==> config.mk <==
export PLATFORM = sky130hd
export DESIGN_NAME = uart_frame_parser
export DESIGN_NICKNAME = d
export VERILOG_FILES = /design/src/rtl/uart_pkg.sv /design/src/rtl/uart_frame_buf.sv /design/src/rtl/uart_frame_parser.sv
export SDC_FILE = /design/constraint.sdc
export NUM_CORES = 1
export LEC_CHECK = 0
export BUFFER_PORTS_ARGS = -buffer_cell sky130_fd_sc_hd__buf_2
export CAP_MARGIN = 20
export CORE_AREA = 2 2 106 160
export DETAILED_ROUTE_END_ITERATION = 8
export DIE_AREA = 0 0 108 162
export GPL_ROUTABILITY_DRIVEN = 1
export GPL_TIMING_DRIVEN = 0
export REMOVE_ABC_BUFFERS = 1
export SYNTH_ARGS = -nofsm -noshare
export SYNTH_HDL_FRONTEND = slang
export SYNTH_SLANG_ARGS = --single-unit
==> constraint.sdc <==
create_clock -name clk -period 2.5 [get_ports clk]
set_clock_uncertainty 0.2 [all_clocks]
set_input_delay 0.5 -clock clk [delete_from_list [all_inputs] [get_ports clk]]
set_output_delay 0.5 -clock clk [all_outputs]
set_load 0.01 [all_outputs]
==> src/rtl/uart_pkg.sv <==
// Shared types and constants for the UART frame deframer.
package uart_pkg;

    typedef enum logic [2:0] {
        ST_HUNT,
        ST_CMD,
        ST_LEN,
        ST_PAYLOAD,
        ST_CHECK,
        ST_EMIT
    } frame_state_t;

    localparam logic [7:0] SOF_BYTE = 8'hAA;

endpackage

==> src/rtl/uart_frame_buf.sv <==
// Payload store for one frame: synchronous write, asynchronous read, contents never reset.
module uart_frame_buf #(
    parameter int unsigned DEPTH = 16,
    parameter int unsigned AW    = 5
) (
    input  logic          clk,
    input  logic          wrEn_i,
    input  logic [AW-1:0] wrAddr_i,
    input  logic [7:0]    wrData_i,
    input  logic [AW-1:0] rdAddr_i,
    output logic [7:0]    rdData_o
);

    logic [7:0] mem_q [DEPTH];

    always_ff @(posedge clk) begin
        if (wrEn_i) begin
            mem_q[wrAddr_i] <= wrData_i;
        end
    end

    assign rdData_o = mem_q[rdAddr_i];

endmodule

==> src/rtl/uart_frame_parser.sv <==
// Deframes AA/CMD/LEN/payload/CHK frames and replays the payload on a valid/ready stream.
// Define UART_FRAME_TIMEOUT_EN to abort partial frames after TIMEOUT_CYCLES idle cycles.
module uart_frame_parser
    import uart_pkg::*;
#(
    parameter int unsigned MAX_LEN        = 16,
    parameter int unsigned TIMEOUT_CYCLES = 100000,
    localparam int unsigned LW            = $clog2(MAX_LEN + 1)
) (
    input  logic          clk,
    input  logic          rst,
    input  logic [7:0]    in_data,
    input  logic          in_valid,
    output logic [7:0]    out_cmd,
    output logic [LW-1:0] out_len,
    output logic [7:0]    out_data,
    output logic          out_valid,
    output logic          out_last,
    input  logic          out_ready,
    output logic          err_checksum,
    output logic          err_len,
    output logic          err_overrun,
    output logic          err_timeout,
    output logic          busy
);

    frame_state_t  state_q;
    logic [7:0]    cmd_q;
    logic [LW-1:0] len_q;
    logic [LW-1:0] wrIdx_q;
    logic [LW-1:0] rdIdx_q;
    logic [7:0]    xorAcc_q;
    logic          errChk_q;
    logic          errLen_q;
    logic          errOvr_q;
    logic [LW-1:0] lenLast;
    logic          bufWrEn;
    logic [7:0]    bufRdData;
    logic          emitting;

    if (TIMEOUT_CYCLES < 2) begin : gTimeoutCheck
        $error("uart_frame_parser: TIMEOUT_CYCLES must be at least 2");
    end

`ifdef UART_FRAME_TIMEOUT_EN
    localparam int unsigned IDW = $clog2(TIMEOUT_CYCLES);
    // Idle count during cycle N+k after the last strobe is k-1, so firing at
    // TIMEOUT_CYCLES-2 raises the pulse exactly TIMEOUT_CYCLES cycles after it.
    localparam logic [IDW-1:0] TO_LIMIT = IDW'(TIMEOUT_CYCLES - 2);
    logic [IDW-1:0] idle_q;
    logic           errTo_q;
`endif

    assign lenLast = len_q - LW'(1);
    assign bufWrEn = (state_q == ST_PAYLOAD) && in_valid;

    uart_frame_buf #(
        .DEPTH (MAX_LEN),
        .AW    (LW)
    ) uBuf (
        .clk      (clk),
        .wrEn_i   (bufWrEn),
        .wrAddr_i (wrIdx_q),
        .wrData_i (in_data),
        .rdAddr_i (rdIdx_q),
        .rdData_o (bufRdData)
    );

    always_ff @(posedge clk) begin
        if (rst) begin
            state_q  <= ST_HUNT;
            cmd_q    <= '0;
            len_q    <= '0;
            wrIdx_q  <= '0;
            rdIdx_q  <= '0;
            xorAcc_q <= '0;
            errChk_q <= 1'b0;
            errLen_q <= 1'b0;
            errOvr_q <= 1'b0;
`ifdef UART_FRAME_TIMEOUT_EN
            idle_q   <= '0;
            errTo_q  <= 1'b0;
`endif
        end else begin
            errChk_q <= 1'b0;
            errLen_q <= 1'b0;
            errOvr_q <= 1'b0;
            case (state_q)
                ST_HUNT: begin
                    if (in_valid && in_data == SOF_BYTE) begin
                        state_q <= ST_CMD;
                    end
                end
                ST_CMD: begin
                    if (in_valid) begin
                        cmd_q    <= in_data;
                        xorAcc_q <= in_data;
                        state_q  <= ST_LEN;
                    end
                end
                ST_LEN: begin
                    if (in_valid) begin
                        if (in_data == 8'd0 || {24'd0, in_data} > MAX_LEN) begin
                            errLen_q <= 1'b1;
                            state_q  <= ST_HUNT;
                        end else begin
                            len_q    <= in_data[LW-1:0];
                            xorAcc_q <= xorAcc_q ^ in_data;
                            wrIdx_q  <= '0;
                            state_q  <= ST_PAYLOAD;
                        end
                    end
                end
                ST_PAYLOAD: begin
                    if (in_valid) begin
                        xorAcc_q <= xorAcc_q ^ in_data;
                        if (wrIdx_q == lenLast) begin
                            wrIdx_q <= '0;
                            state_q <= ST_CHECK;
                        end else begin
                            wrIdx_q <= wrIdx_q + LW'(1);
                        end
                    end
                end
                ST_CHECK: begin
                    if (in_valid) begin
                        if (in_data == xorAcc_q) begin
                            rdIdx_q <= '0;
                            state_q <= ST_EMIT;
                        end else begin
                            errChk_q <= 1'b1;
                            state_q  <= ST_HUNT;
                        end
                    end
                end
                ST_EMIT: begin
                    // Bytes arriving while replaying are lost, even on the final handshake.
                    if (in_valid) begin
                        errOvr_q <= 1'b1;
                    end
                    if (out_ready) begin
                        if (rdIdx_q == lenLast) begin
                            rdIdx_q <= '0;
                            state_q <= ST_HUNT;
                        end else begin
                            rdIdx_q <= rdIdx_q + LW'(1);
                        end
                    end
                end
                default: state_q <= ST_HUNT;
            endcase
`ifdef UART_FRAME_TIMEOUT_EN
            errTo_q <= 1'b0;
            if (state_q inside {ST_CMD, ST_LEN, ST_PAYLOAD, ST_CHECK}) begin
                if (in_valid) begin
                    idle_q <= '0;
                end else if (idle_q == TO_LIMIT) begin
                    idle_q  <= '0;
                    errTo_q <= 1'b1;
                    state_q <= ST_HUNT;
                end else begin
                    idle_q <= idle_q + IDW'(1);
                end
            end else begin
                idle_q <= '0;
            end
`endif
        end
    end

    assign emitting     = (state_q == ST_EMIT);
    assign out_valid    = emitting;
    assign out_cmd      = emitting ? cmd_q : 8'd0;
    assign out_len      = emitting ? len_q : '0;
    assign out_data     = emitting ? bufRdData : 8'd0;
    assign out_last     = emitting && (rdIdx_q == lenLast);
    assign err_checksum = errChk_q;
    assign err_len      = errLen_q;
    assign err_overrun  = errOvr_q;
    assign busy         = (state_q != ST_HUNT);

`ifdef UART_FRAME_TIMEOUT_EN
    assign err_timeout = errTo_q;
`else
    assign err_timeout = 1'b0;
`endif

endmodule

==> results of run 1 <==
## Yosys cell counts, drive strengths merged, types with 7 or more instances
library cell  number  area (µm²)
a21oi             15        75.1
a31oi              7        50.1
and2               9        56.3
and3              14        87.6
buf                9        52.6
clkbuf            20        75.1
dfxtp             41         821
edfxtp           128        3840
inv               10        37.5
mux4              40         901
nand2             21        78.8
nand3              9        45.0
nor2              40         150
nor3               8        45.0
o21ai             12        60.1
o31ai              9        67.6
or4                7        52.6
xnor2             11         104
xor2              10        87.6
## sequential cells by signal, summed over array words and instances (netlist names), named ones only
register	count
uBuf.mem_q	128
cmd_q	8
xorAcc_q	8
len_q	5
rdIdx_q	5
wrIdx_q	5
state_q	3
err_checksum	1
err_len	1
err_overrun	1
## worst min path at each step
stage,end,slack (ps),cells after the start
final,cmd_q[1],260,2
after global routing,len_q[4],280,2
after CTS,len_q[1],260,2
after detailed placement,cmd_q[2],250,1
after global placement,cmd_q[1],240,2
after floorplan,cmd_q[7],230,2
## layout by cell type (no fill, tap or decap), types with 5 or more instances in the layout
master     synthesis  routed
a21oi_1           15      15
inv_1             10      10
and2_1             9       8
xor2_1            10      10
and3_1            14      14
o31ai_1            9       9
inv_8              0       6
a22oi_1            5       5
or4_1              7       7
nand2_1           21      21
o311ai_0           5       5
nor2_1            40      27
clkbuf_16          0      17
nand3_1            9       9
dfxtp_1           41      36
ha_1               6       5
edfxtp_1         128     128
a22o_1             5       5
nand2b_1           6       6
nor2_2             0      13
xnor2_1           10       9
buf_2              6      40
mux4_2            40      40
o21ai_0           12      12
mux2i_1            6       6
## kinds of logic after synthesis
| logic type | count (synthesis) | synth area share (%) |
|---|---|---|
| adders and majority gates | 6 | 1.03 |
| xor gates and xnor gates | 23 | 3.28 |
| DFF | 169 | 63.9 |
| and+or+nand+nor | 132 | 9.69 |
| muxes | 46 | 13.2 |
| buffers and inverters | 39 | 2.26 |
| other | 1 | 0.0514 |
| AOI/OAI and AO/OA | 70 | 6.57 |
## layout make-up
type	count	share of cell area, %
Clock buffer	17	5.04
Clock inverter	15	1.76
Inverter	10	0.444
Multi-Input combinational cell	278	30.4
Sequential cell	169	55.4
Tap cell	206	3.05
Timing Repair Buffer	50	3.94
## worst max-delay path, stage by stage (launching register included)
cell	delay [ps]
dfxtp_4	400
buf_6	150
buf_12	120
mux4_2	510
mux4_2	480
and2_1	170
buf_2	130
## power groups by stage
stage                     Combinational [µW]  Sequential (µW)  Clock, µW
after floorplan                         37.3             3080          0
after global placement                   108             3080          0
after detailed placement                 115             3080          0
after CTS                                117             3020       2560
after global routing                     128             3010       2660
final                                    117             3010       2520
## through the flow
stage	instances	worst slack, ps	power, µW	cell area, µm²	TNS, ps
final	745	-576	5660	8450	-4770
after global routing	745	-642	5800	8450	-5520
after CTS	745	-641	5700	8430	-5320
after detailed placement	706	-660	3190	7660	-68590
after global placement	701	-1750	3190	7610	-81920
after floorplan	457	-931	3120	7170	-7450
## timing repair
action | in CTS | in global routing
setup endpoints to repair | 164 | 136
gates cloned | 1 | 0
pin swaps | 1 | 0
resized for setup | 30 | 6
setup buffers | 6 | 1
## per-layer routing
| metal | GRT usage, % | up-vias | part of all wire [%] | wire length, µm |
|---|---|---|---|---|
| met5 | 0 | - | 0 | 0 |
| met4 | 5.94 | 0 | 1.8 | 286 |
| met3 | 3.25 | 18 | 4.2 | 684 |
| met2 | 36.0 | 110 | 55 | 8980 |
| met1 | 23.8 | 2153 | 39 | 6340 |
| li1 | - | 1980 | - | - |
==> impl_metrics.json, run 1 <==
{
  "hold_path.class": "reg2reg",
  "p_clk_share_pct": 44.6,
  "fin_crit_ps": 3080,
  "holdWs_ps": 260,
  "port_buffers": 38,
  "synth_seq_cells": 169,
  "syn_inst": 486,
  "wire_per_inst_um": 21.9,
  "syn2layout_area_growth_pct": 15.8,
  "core-area_um2": 16000,
  "timing.final.hold_violations": 0,
  "dp_hpwl_mm": 10.6,
  "clk_latency_ps": 420,
  "grt_pass1_vias": 4430,
  "yosysSeqAreaShare_pct": 63.9,
  "tritoncts": "done",
  "die_x_um": 108,
  "cts_made_buffers": 17,
  "wl_mm": 16.3,
  "drc": 0,
  "power_leakage_uw": 0.00280,
  "die_h_um": 162,
  "antenna_found_initial": 0,
  "gp_congestion": 0.816,
  "min_from": "cmd_q[1]",
  "nFillCells": 1373,
  "die_area_um2": 17500,
  "worstSetupEndpoint": "out_data[1]",
  "arrival_ps": 2380,
  "reg2reg_slack_ps": 150,
  "r2r_end": "rdIdx_q[4]",
  "multi_input_area_um2": 2570,
  "max_freq_ghz": 0.325,
  "fin_crit_sh_pct": 123,
  "path_max_fanout": 4,
  "worst_slew_pin_slew_ps": 890,
  "pin_count": 40,
  "swShare_pct": 22.8,
  "start_util_pct": 45.5,
  "final-setup-viol-count": 10,
  "rsz0062_at_grt": "yes",
  "drt_first_pass_iters": 4,
  "dr_total_vias": 4261,
  "drv_slew": 0,
  "intPower_uw": 4370,
  "avgSynthCellArea_um2": 15.0,
  "nets": 544,
  "reg2reg_depth": 6,
  "critPathLaunchType": "flop",
  "grt_pass1_wl_mm": 25.4,
  "grt_max_degree": 33,
  "drt_iter0_markers": 286,
  "synth_edf_count": 128,
  "synthArstFlopShare_pct": 0,
  "required_ps": 1800,
  "grtUsageTotal_pct": 19.8,
  "rows": 57,
  "power_per_cell_area_nw_per_um2": 669,
  "crit_type": "reg2out",
  "avgViaCountPerCell": 5.72,
  "cts_root_buf": "clkbuf_16",
  "setup_slack_ps": -576,
  "crit_path_end_kind": "output port",
  "power_frac_seq_pct": 53.3,
  "max-slew-margin-rel_pct": 40.1,
  "maxCapViolCount": 0,
  "cts_sinks": 169,
  "switching_power_uw": 1290,
  "overflow": 0,
  "diodes": 0,
  "synth_flop_cell": "edfxtp_1",
  "ff_latch_area_um2": 4680,
  "synth_cell_types": 52,
  "h-tree-depth": 4,
  "syn_area_um2": 7290,
  "max-vdd-ir-drop_mv": 0.412,
  "drive_above_1_share_pct": 29.7,
  "hold_buffers": 0,
  "power_frac_comb_pct": 2.1,
  "ys_warn_count": 0,
  "violations": "setup timing",
  "cts.clk_slew.worst_paths_ps": 70,
  "fin_util_pct": 52.6,
  "reg2reg_from": "state_q[2]",
  "status": "finished, violations left",
  "postRouteAntennaNets": 0,
  "clockBufferDepth": 2
}
Power figures use the tool's default switching activity.
==> run 2: changes to the inputs <==
--- a/config.mk
+++ b/config.mk
@@ -7,11 +7,14 @@
 export LEC_CHECK = 0
 export BUFFER_PORTS_ARGS = -buffer_cell sky130_fd_sc_hd__buf_2
 export CAP_MARGIN = 20
+export CELL_PAD_IN_SITES_DETAIL_PLACEMENT = 1
+export CELL_PAD_IN_SITES_GLOBAL_PLACEMENT = 1
 export CORE_AREA = 2 2 106 160
 export DETAILED_ROUTE_END_ITERATION = 8
 export DIE_AREA = 0 0 108 162
 export GPL_ROUTABILITY_DRIVEN = 1
 export GPL_TIMING_DRIVEN = 0
+export PLACE_DENSITY_LB_ADDON = 0.1
 export REMOVE_ABC_BUFFERS = 1
 export SYNTH_ARGS = -nofsm -noshare
 export SYNTH_HDL_FRONTEND = slang
==> impl_metrics.json, run 2 (synthesized netlist as in run 1, its figures left out) <==
{
  "status": "finished, violations left",
  "violations": "setup timing",
  "h-tree-depth": 4,
  "critPathLaunchType": "flop",
  "overflow": 0,
  "r2r_end": "uBuf.mem_q[1][1]",
  "clk_latency_ps": 420,
  "drt_first_pass_iters": 4,
  "crit_top_cell": "mux4_2",
  "syn2layout_area_growth_pct": 17.2,
  "cts_sinks": 169,
  "antenna_found_initial": 0,
  "grtUsageTotal_pct": 21.9,
  "hold_buffers": 0,
  "max-vdd-ir-drop_mv": 0.356,
  "cts.clk_slew.worst_paths_ps": 60,
  "start_util_pct": 45.5,
  "critPathBufInv": 2,
  "cp_num_cells": 5,
  "crit_type": "reg2out",
  "grt_pass1_wl_mm": 27.6,
  "cts_made_buffers": 17,
  "reg2reg_depth": 5,
  "hold_path.class": "reg2reg",
  "drt_iter0_markers": 232,
  "dp_hpwl_mm": 11.6,
  "min_from": "cmd_q[1]",
  "cts_root_buf": "clkbuf_16",
  "required_ps": 1800,
  "die_area_um2": 17500,
  "clockBufferDepth": 2,
  "drive_above_1_share_pct": 32.7,
  "worstSetupEndpoint": "out_data[4]",
  "fin_crit_sh_pct": 123,
  "top_register": "uBuf.mem_q",
  "final_cell_mix": "edfxtp_1 (128), mux4_2 (40), dfxtp_1 (34)",
  "gp_congestion": 0.768,
  "pin_count": 40,
  "fin_crit_ps": 3080,
  "setup_slack_ps": -581,
  "max_freq_ghz": 0.325,
  "wl_mm": 17.9,
  "pre_cts_ws_ps": -660,
  "path_cells": "buf_12 > mux4_2 > mux4_2 > and2_1 > buf_2",
  "port_buffers": 38,
  "arrival_ps": 2380,
  "placed_area_um2": 7660,
  "dr_total_vias": 4391,
  "wire_per_inst_um": 23.8,
  "finalSetupTns_ps": -4390,
  "stdcell_count": 753,
  "grt_max_degree": 33,
  "grt_pass1_vias": 4676,
  "post-place-cells": 706,
  "tritoncts": "done",
  "drv_slew": 0,
  "die_h_um": 162,
  "final-setup-viol-count": 9,
  "power_per_cell_area_nw_per_um2": 650,
  "reg2reg_from": "state_q[1]",
  "core-area_um2": 16000,
  "worst_slew_pin_slew_ps": 834,
  "maxCapViolCount": 0,
  "reg_top3": "uBuf.mem_q (128), cmd_q (8), xorAcc_q (8)",
  "final_common_cell": "edfxtp_1",
  "cpPeakStageDelay_ps": 590,
  "die_x_um": 108,
  "timing.final.hold_violations": 0,
  "diodes": 0,
  "max-slew-margin-rel_pct": 43.9,
  "nets": 553,
  "nFillCells": 1581,
  "largest_register_ffs": 128,
  "postRouteAntennaNets": 0,
  "crit_path_end_kind": "output port",
  "avgViaCountPerCell": 5.83,
  "worst_path_dominant_cell_family": "multiplexers",
  "reg2reg_slack_ps": 200,
  "rows": 57,
  "rsz0062_at_grt": "yes",
  "cpMaxStageDelayCell": "mux4_2",
  "total_power_uw": 5560,
  "path_max_fanout": 11,
  "design_area_um2": 8550,
  "drc": 0,
  "power_leakage_uw": 0.00284
}
## run 2: final cells by class
cell class / instances / area, µm² / area share [%]
Sequential cell: 169 / 4680 / 54.8
Multi-Input combinational cell: 278 / 2590 / 30.3
Timing Repair Buffer: 59 / 433 / 5.06
Clock buffer: 17 / 425 / 4.97
Tap cell: 206 / 258 / 3.01
Clock inverter: 14 / 115 / 1.35
Inverter: 10 / 43.8 / 0.512
## run 2: repair_timing
| action | 4_1_cts | 5_1_grt |
|---|---|---|
| buffers inserted | 7 | 9 |
| gates resized for setup | 40 | 21 |
| setup endpoints to repair | 163 | 135 |
| gates cloned | 1 | 0 |
| pin swaps | 5 | 5 |
## run 2: worst min-delay path: stages, from the launching register on
cell	delay [ps]
dfxtp_1	310
nand2_1	50
a21oi_1	60
## run 2: through the flow
step                hold WS [ps]  utilization [%]
floorplan                    226                -
global placement             242             47.5
detailed placement           252             47.7
CTS                          266             52.6
global route                 297             53.3
finish                       262             53.3
## run 2: power by group
group	internal [µW]	switching [µW]
Clock	1290	1130
Combinational	25.4	98.2
Sequential	3010	4.51
## run 2: worst min path at each step
stage,to,slack [ps],cells after the start
floorplan,cmd_q[7],230,2
global placement,cmd_q[1],240,2
detailed placement,cmd_q[1],250,2
CTS,cmd_q[1],270,2
global route,cmd_q[0],300,2
finish,cmd_q[1],260,2
## run 2: per-layer routing
layer	vias up	share of wire [%]	global-route usage, %	wire, µm
li1	1993	-	-	-
met1	2278	39	25.9	7060
met2	94	55	39.4	9780
met3	26	3.3	3.73	594
met4	0	2.6	8.39	459
met5	-	0	0	0
==> run 3: changes to the inputs <==
--- a/config.mk
+++ b/config.mk
@@ -14,7 +14,7 @@
 export DIE_AREA = 0 0 108 162
 export GPL_ROUTABILITY_DRIVEN = 1
 export GPL_TIMING_DRIVEN = 0
-export PLACE_DENSITY_LB_ADDON = 0.1
+export PLACE_DENSITY = 0.73
 export REMOVE_ABC_BUFFERS = 1
 export SYNTH_ARGS = -nofsm -noshare
 export SYNTH_HDL_FRONTEND = slang
==> constraint.sdc (replaced) <==
create_clock -name clk -period 2.5 [get_ports clk]
set_clock_uncertainty 0.2 [all_clocks]
set_input_delay 0.125 -clock clk [delete_from_list [all_inputs] [get_ports clk]]
set_output_delay 0.125 -clock clk [all_outputs]
set_load 0.01 [all_outputs]
==> impl_metrics.json, run 3 (synthesized netlist as in run 1, its figures left out) <==
{
  "status": "finished, violations left",
  "violations": "setup timing",
  "cts_sinks": 169,
  "worst_path_dominant_cell_family": "multiplexers",
  "gp_congestion": 0.836,
  "core-area_um2": 16000,
  "top_register": "uBuf.mem_q",
  "largest_register_ffs": 128,
  "syn2layout_area_growth_pct": 19.6,
  "h-tree-depth": 4,
  "nFillCells": 1549,
  "reg_top3": "uBuf.mem_q (128), cmd_q (8), xorAcc_q (8)",
  "fin_crit_sh_pct": 110,
  "fin_crit_ps": 2740,
  "drv_slew": 0,
  "final_common_cell": "edfxtp_1",
  "nets": 563,
  "maxCapViolCount": 0,
  "path_max_fanout": 6,
  "use_met3_pct": 4.45,
  "port_buffers": 38,
  "min_from": "in_data[0]",
  "critPathBufInv": 2,
  "post-place-cells": 706,
  "cpPeakStageDelay_ps": 550,
  "die_x_um": 108,
  "cpMaxStageDelayCell": "mux4_2",
  "rows": 57,
  "postRouteAntennaNets": 0,
  "r2r_end": "uBuf.mem_q[3][0]",
  "max-slew-margin-rel_pct": 55.5,
  "arrival_ps": 2420,
  "avgViaCountPerCell": 5.96,
  "grt_max_degree": 33,
  "clockBufferDepth": 2,
  "final_cell_mix": "edfxtp_1 (128), mux4_2 (40), dfxtp_1 (35), buf_2 (35), nor2_1 (27)",
  "drt_first_pass_iters": 5,
  "pin_count": 40,
  "critPathLaunchType": "flop",
  "top_usage_layer": "met2",
  "start_util_pct": 45.5,
  "reg2reg_from": "state_q[0]",
  "reg2reg_depth": 5,
  "crit_path_end_kind": "output port",
  "drc": 0,
  "wire_per_inst_um": 24.6,
  "die_area_um2": 17500,
  "cts_root_buf": "clkbuf_16",
  "reg2reg_slack_ps": 140,
  "crit_type": "reg2out",
  "grtUsageMet1_pct": 26.0,
  "required_ps": 2170,
  "grt_pass1_vias": 4892,
  "stdcell_count": 764,
  "final-setup-viol-count": 8,
  "grt.met2_usage_pct": 40.9,
  "power_leakage_uw": 0.00289,
  "antenna_found_initial": 0,
  "timing.final.hold_violations": 0,
  "setup_slack_ps": -244,
  "wl_mm": 18.8,
  "holdPathEnd": "uBuf.mem_q[2][0]",
  "pre_cts_ws_ps": -688,
  "max-vdd-ir-drop_mv": 0.364,
  "dr_total_vias": 4551,
  "overflow": 0,
  "worst_slew_pin_slew_ps": 665,
  "power_per_cell_area_nw_per_um2": 653,
  "cts_made_buffers": 17,
  "grtUsageTotal_pct": 22.9,
  "grt_pass1_wl_mm": 28.9,
  "rsz0062_at_grt": "yes",
  "path_cells": "clkbuf_16 > mux4_2 > mux4_2 > and2_1 > buf_2",
  "drive_above_1_share_pct": 29.9,
  "die_h_um": 162,
  "max_freq_ghz": 0.364,
  "cts.clk_slew.worst_paths_ps": 70,
  "diodes": 0,
  "drt_iter0_markers": 229,
  "clk_latency_ps": 430,
  "dp_hpwl_mm": 11.7,
  "tritoncts": "done",
  "hold_path.class": "in2reg",
  "min_path_cells": 1,
  "crit_top_cell": "mux4_2"
}
[run 3: layout make-up]
| cell class | count | area, µm² | share of cell area [%] |
|---|---|---|---|
| Multi-Input combinational cell | 278 | 2620 | 30.0 |
| Tap cell | 206 | 258 | 2.95 |
| Sequential cell | 169 | 4680 | 53.6 |
| Clock inverter | 15 | 151 | 1.73 |
| Inverter | 10 | 41.3 | 0.473 |
| Clock buffer | 17 | 425 | 4.87 |
| Timing Repair Buffer | 69 | 551 | 6.31 |
[run 3: worst register-to-register path: cells and delay by family (launching register included)]
family	cells	cell delay (ps)
and+or+nand+nor	3	880
DFF	1	540
buffers and inverters	2	430
[run 3: per-layer routing]
| metal | part of all wire [%] | up-vias | routed length [µm] |
|---|---|---|---|
| met5 | 0 | - | 0 |
| met4 | 3.3 | 0 | 614 |
| met3 | 3.2 | 38 | 606 |
| met2 | 55 | 136 | 10400 |
| met1 | 38 | 2359 | 7160 |
| li1 | - | 2018 | - |
[run 3: power breakdown]
group / switching, µW / total [µW] / internal, µW
logic: 109 / 151 / 42.0
registers: 4.83 / 3020 / 3010
clock network: 1200 / 2530 / 1330
total: 1310 / 5700 / 4380
[run 3: per-stage QoR]
stage               area (µm²)  hold WS, ps  setup TNS, ps  utilization (%)  power, µW
finish                    8730         13.4          -1800             54.4       5700
global route              8730         22.0          -2400             54.4       5850
CTS                       8570         1.14          -2700             53.4       5730
detailed placement        7660          250         -74570             47.8       3200
global placement          7610          243         -88620             47.5       3190
floorplan                 7170        -5.93          -4450                -       3120
[run 3: worst max path at each step]
stage / startpoint / cells after the start / end
global placement: flop / 4 / out_data[7]
floorplan: flop / 3 / out_data[0]
detailed placement: state_q[2] / 6 / flop
global route: flop / 5 / out_data[0]
finish: flop / 5 / out_data[5]
CTS: flop / 5 / out_data[0]
[run 3: timing repair]
action                                  CTS  global route
hold endpoints to repair                 83             0
hold buffers                             19             0
pin swaps                                 1             3
resized for setup                        26            25
endpoints found under the setup margin  158           150
buffers inserted                          3             2
gates cloned                              1             1
